[src/rtl/bimodal_btb.sv]
// Direct-mapped branch target buffer with per-entry bimodal saturating counters.
// Optional event counters are built only when BTB_STATS_EN is defined.
module bimodal_btb #(
    parameter int ENTRIES = 16,
    parameter int ADDR_W  = 32,
    parameter int CTR_W   = 2
) (
    input  logic              clk,
    input  logic              rst_n,
    input  logic              flush,
    input  logic              fetch_valid,
    input  logic [ADDR_W-1:0] fetch_pc,
    output logic              fetch_hit,
    output logic              fetch_taken,
    output logic [ADDR_W-1:0] fetch_target,
    input  logic              upd_valid,
    input  logic [ADDR_W-1:0] upd_pc,
    input  logic              upd_taken,
    input  logic [ADDR_W-1:0] upd_target,
    output logic [31:0]       stat_lookups,
    output logic [31:0]       stat_hits,
    output logic [31:0]       stat_mispredicts
);
    localparam int IDX_W = $clog2(ENTRIES);
    localparam int TAG_W = ADDR_W - 2 - IDX_W;
    localparam logic [CTR_W-1:0] CTR_MAX = '1;
    localparam logic [CTR_W-1:0] CTR_WT  = CTR_W'(1) << (CTR_W - 1);
    localparam logic [CTR_W-1:0] CTR_WNT = CTR_WT - CTR_W'(1);

    logic [ENTRIES-1:0] valid;
    logic [TAG_W-1:0]   tag  [ENTRIES];
    logic [ADDR_W-1:0]  dest [ENTRIES];
    logic [CTR_W-1:0]   ctr  [ENTRIES];

    logic [IDX_W-1:0] f_idx, u_idx;
    logic [TAG_W-1:0] f_tag, u_tag;
    logic             upd_hit, pred_dir;
    logic [CTR_W-1:0] ctr_cur, ctr_nxt;

    assign f_idx = fetch_pc[IDX_W+1:2];
    assign f_tag = fetch_pc[ADDR_W-1:IDX_W+2];
    assign u_idx = upd_pc[IDX_W+1:2];
    assign u_tag = upd_pc[ADDR_W-1:IDX_W+2];

    assign fetch_hit    = valid[f_idx] && (tag[f_idx] == f_tag);
    assign fetch_taken  = fetch_hit && ctr[f_idx][CTR_W-1];
    assign fetch_target = fetch_hit ? dest[f_idx] : '0;

    assign upd_hit  = valid[u_idx] && (tag[u_idx] == u_tag);
    assign ctr_cur  = ctr[u_idx];
    assign pred_dir = upd_hit && ctr_cur[CTR_W-1];

    always_comb begin
        ctr_nxt = ctr_cur;
        if (upd_taken) begin
            if (ctr_cur != CTR_MAX) ctr_nxt = ctr_cur + CTR_W'(1);
        end else begin
            if (ctr_cur != '0) ctr_nxt = ctr_cur - CTR_W'(1);
        end
    end

    // flush has priority over a same-cycle update; a not-taken miss is dropped
    always_ff @(posedge clk or negedge rst_n) begin
        if (!rst_n) begin
            valid <= '0;
            for (int i = 0; i < ENTRIES; i++) begin
                tag[i]  <= '0;
                dest[i] <= '0;
                ctr[i]  <= CTR_WNT;
            end
        end else if (flush) begin
            valid <= '0;
        end else if (upd_valid) begin
            if (upd_hit) begin
                ctr[u_idx] <= ctr_nxt;
                if (upd_taken) dest[u_idx] <= upd_target;
            end else if (upd_taken) begin
                valid[u_idx] <= 1'b1;
                tag[u_idx]   <= u_tag;
                dest[u_idx]  <= upd_target;
                ctr[u_idx]   <= CTR_WT;
            end
        end
    end

    logic pc_unused;
    assign pc_unused = ^{fetch_pc[1:0], upd_pc[1:0]};

`ifdef BTB_STATS_EN
    logic [31:0] lookups_q, hits_q, misp_q;

    always_ff @(posedge clk or negedge rst_n) begin
        if (!rst_n) begin
            lookups_q <= '0;
            hits_q    <= '0;
            misp_q    <= '0;
        end else begin
            if (fetch_valid)              lookups_q <= lookups_q + 32'd1;
            if (fetch_valid && fetch_hit) hits_q    <= hits_q + 32'd1;
            if (upd_valid && !flush && (pred_dir != upd_taken))
                misp_q <= misp_q + 32'd1;
        end
    end

    assign stat_lookups     = lookups_q;
    assign stat_hits        = hits_q;
    assign stat_mispredicts = misp_q;
`else
    logic stats_unused;
    assign stats_unused     = fetch_valid ^ pred_dir;
    assign stat_lookups     = '0;
    assign stat_hits        = '0;
    assign stat_mispredicts = '0;
`endif

endmodule

[config.mk]
export PLATFORM = sky130hd
export DESIGN_NAME = bimodal_btb
export DESIGN_NICKNAME = d
export VERILOG_FILES = /design/src/rtl/bimodal_btb.sv
export SDC_FILE = /design/constraint.sdc
export NUM_CORES = 1
export LEC_CHECK = 0
export CORE_MARGIN = 8
export CORE_UTILIZATION = 55
export DETAILED_ROUTE_END_ITERATION = 16
export PLACE_DENSITY_LB_ADDON = 0.1
export SETUP_SLACK_MARGIN = 0.2
export SLEW_MARGIN = 20
export SYNTH_ARGS = -nofsm -noshare
export SYNTH_HDL_FRONTEND = slang
export SYNTH_SLANG_ARGS = --single-unit
[constraint.sdc]
create_clock -name clk -period 5.5 [get_ports clk]
set_input_delay 0.825 -clock clk [delete_from_list [all_inputs] [get_ports clk]]
set_output_delay 0.825 -clock clk [all_outputs]
set_load 0.03 [all_outputs]
After elaboration in Yosys (flattened, before gate mapping):

Cells that the tools add are included.

* word-level logic and storage cells: 122
* output and inout port bits: 130
* register bits after elaboration: 976
* input bits: 102

* bitwise operators: 8
* add/sub/neg operators: 2
* multiplexer cells: 40
* eq/ne operators: 4
* reductions and logical operators: 13
* magnitude comparators: 6

Operators by type and width (count)
* 512-bit bitwise mux: 1
* 416-bit bitwise mux: 1
* 26-bit binary-select mux with 4-bit select: 2
* 32-bit two-way mux: 6
* 26-bit two-way mux: 5
* 32-bit binary-select mux with 4-bit select: 1
* 32-bit demux with 4-bit select: 1
* 26-bit demux with 4-bit select: 1
* 16-bit two-way mux: 4
* 26-bit equality test: 2
* 32-bit bitwise mux: 1
* 16-bit bitwise OR: 2
* 16-bit AND: 1
* 2-bit binary-select mux with 4-bit select: 2
* 2-bit two-way mux: 8
* 16-bit NOT: 1
* 5-bit greater-or-equal comparator, second input constant: 2
* 4-bit by 5-bit < comparator with 1-bit output, second input constant: 2
* 4-bit NOT with 5-bit output: 2
* 3-bit AND reduction: 3
* 1-bit binary-select mux with 4-bit select: 2
* 2-bit demux with 4-bit select: 1
* 2-bit nonzero test: 4
* 1-bit logical AND: 5
* other kinds (9): 13

Depth between registers and ports, before layout:

* depth in word-level cells: 9
* mapped depth: 15
* mapped depth without buffers: 9

Least setup slack after synthesis:

Ideal clock, no wire load.

* path kind: input-to-output
* start point: input port fetch_pc[2]
* end point: output port fetch_target[22]
* required time: 4.675 ns
* arrival time: 4.238 ns
* path slack: 0.437 ns
* stages: 10
* buffers on the path: 4
* cells stage by stage: clkbuf_1 buf_1 buf_1 mux4_2 mux4_2 xnor2_1 nand4_1 nor3_1 clkbuf_1 and3_1

* word-level cells in the longest chain between the ends: 7
* elaborated cells on any way between the ends: 12
* those cells by class: eq/ne (1); mux (9); bitwise (1); reduce/logical (1)

RTL lines
* from (decl): RTL line 12 `input logic [ADDR_W-1:0] fetch_pc,`
* 4-bit NOT with 5-bit output (not written as such): RTL line 45, 47
* 26-bit binary-select mux with 4-bit select: RTL line 45 `assign fetch_hit = valid[f_idx] && (tag[f_idx] == f_tag);`
* 26-bit two-way mux (not written as such) (2 in series): RTL line 45
* 26-bit equality test: RTL line 45
* 1-bit logical AND: RTL line 45
* 32-bit two-way mux (*): RTL line 47 `assign fetch_target = fetch_hit ? dest[f_idx] : '0;`
* to (decl): RTL line 15 `output logic [ADDR_W-1:0] fetch_target,`

Every way passes the cells marked *; elsewhere a longest branch is shown, timed or not. The select of a mux whose other input is x is not followed.

Final worst setup path:

* start point: input port fetch_pc[2]
* end point: output port fetch_target[8]

The elaborated chain is that of the path after synthesis.

==> qor.yml <==
ys_types: 68
cp_max_fo: 34
finalClockSkew_ns: 0.0249
drtIter0Drc: 2172
syn2layout_area_growth_pct: 12.6
synth_area_leaders: "dfrtp_1, mux4_2, mux2_2"
relSlewSlack_pct: 21.2
finalSetupTns_ns: 0
arrival_ns: 4.34
pre_cts_ws_ns: 0.381
syn_area_um2: 50100
fmax_ghz: 0.194
first_pass_iters: 5
yosys_warnings: 0
postCtsHoldBufs: 0
die-height_um: 318
r2r_start: "tag[312]"
ys_seq_area_share_pct: 48.8
cp-startpoint: "fetch_pc[2]"
root_buffer: "clkbuf_16"
overflow: 0
worst_pin_slew_ns: 1.18
htreeDepth: 3
synthArstFlopShare_pct: 100
period_share_pct: 93.8
drive_gt1_share_pct: 52.0
hold_class: "in2async"
power.leakage_nw: 25.5
powerDensity_nw_per_um2: 340
vias: 29100
max-cap-violations: 0
period_minus_slack_ns: 5.16
num_io_pins: 232
multi_input_area_um2: 24000
initial_core_util_pct: 55.5
setup_viol: 0
synth_edf_count: 0
place_congestion: 0.849
syn_inst: 3164
avgSynthCellArea_um2: 15.8
grt_max_degree: 173
grt_usage_pct: 26.6
hold_viol_final: 0
reg2reg_depth: 13
clock_latency_ns: 0.68
wl_per_cell_um: 29.8
rsz0062_at_grt: "false"
clockBufferDepth: 3
regArea_um2: 24400
ys_ff_latch: 976
place_hpwl_mm: 80.8
timing.critical_path.to_type: "output pin"
synth_common_cells: "dfrtp_1, mux2_2, mux4_2, mux2_4, clkbuf_1"
antenna_found_initial: 11
clock-sinks: 976
crit_type: "in2out"
startpoint_type: "primary input"
die_area_um2: 101000
ir_worst_vdd_mv: 0.270
synth_top_area_share_pct: 48.0
routed_wl_mm: 134
status: "complete, no violations"
cts_tree: "built"
postCtsSetupBuffers: 0
worstPathRequired_ns: 4.68
fin_ws_ns: 0.340
yosysMostFrequentCell: "dfrtp_1"
fillers: 6471
synth_top_area_cell: "dfrtp_1"
worstReg2RegEnd: "tag[250]"
cts.repair.resized: 0
rows: 110
die_x_um: 318
drtAntennaViolNets: 0
finalMaxSlewViolations: 0
fp.coreArea_um2: 90100
portBuffers: 130
grt_pass1_wl_mm: 206
reg2reg_slack_ns: 1.35
worst_setup_hold_path_clk_slew_ns: 0.05
viasPerCell: 6.45
grt_pass1_vias: 31600
synthFlopType: "dfrtp_1"
numCtsBuffers: 104
final_nets: 3335
drc: 0
## layout by cell type, fill, tap and decap left out, types with 36 or more instances in the layout
cell / count
buf_12: 51
mux2_4: 190
clkbuf_16: 105
buf_4: 98
mux4_2: 405
conb_1: 96
clkdlybuf4s50_1: 88
mux2i_1: 52
dfrtp_1: 960
mux2_2: 742
xnor2_1: 41
nand2_1: 36
a21oi_1: 40
o21ai_0: 41
## area by class of cell
class	count	share of cell area, %
Sequential cell	976	43.4
Multi-Input combinational cell	1891	42.5
Clock buffer	154	5.54
Timing Repair Buffer	244	4.86
Tap cell	1176	2.61
Clock inverter	40	0.990
Inverter	16	0.107
Antenna cell	9	0.0400
## power by group
group / internal (mW) / switching, mW
clock: 4.49 / 2.96
sequential: 8.11 / 0.576
combinational: 1.77 / 1.27
## logic make-up after synthesis
group                      Yosys count  share of synthesized area (%)
other                                1                        0.00749
and+or+nand+nor                    195                           2.31
buffers and inverters              392                           4.24
DFF                                976                           48.8
xor gates and xnor gates            52                          0.910
muxes                             1389                           41.6
AOI/OAI and AO/OA                  158                           2.06
adders and majority gates            1                         0.0200
## critical path, cell delays in order
cell and delay, ns:
buf_8 0.22, buf_12 0.30, buf_4 0.28, mux4_2 0.53, mux4_2 0.51, xnor2_1 0.24
nand4_1 0.26, nor3_2 0.38, buf_12 0.23, and3_1 0.29, buf_12 0.14
## worst max-delay path by stage
stage                             endpoint  slack, ns  cells past startpoint
after global placement            tag[240]       0.36                     16
final                      fetch_target[8]       0.34                     11
after CTS                  fetch_target[8]       0.36                     10
after floorplan           fetch_target[22]       0.44                     10
after detailed placement          tag[240]       0.38                     16
after global routing       fetch_target[8]       0.22                     10
## flip-flops by register name (all words and copies together) (netlist names)
register,count
dest,512
tag,416
ctr,32
valid,16
## stage by stage
step / util, % / std cells / hold WS [ns] / power [mW] / instance area [µm²]
after CTS: 62.5 / 4496 / 0.183 / 19.3 / 56300
final: 62.5 / 4506 / 0.180 / 19.2 / 56400
after global routing: 62.5 / 4502 / 0.224 / 19.9 / 56400
after floorplan: - / 3259 / 0.460 / 10.9 / 50400
after global placement: 58.4 / 4302 / 0.470 / 11.6 / 52600
after detailed placement: 58.4 / 4302 / 0.479 / 11.8 / 52600
## per-layer routing
metal | vias to the layer above | global-route usage, % | share of wire (%)
met4 | 4 | 7.64 | 2.6
met3 | 194 | 4.64 | 5.9
met2 | 959 | 43.6 | 50
li1 | 11900 | - | -
met1 | 16000 | 36.6 | 42
met5 | - | 0 | 0.016
No activity file was read; power rests on OpenSTA's default activity.
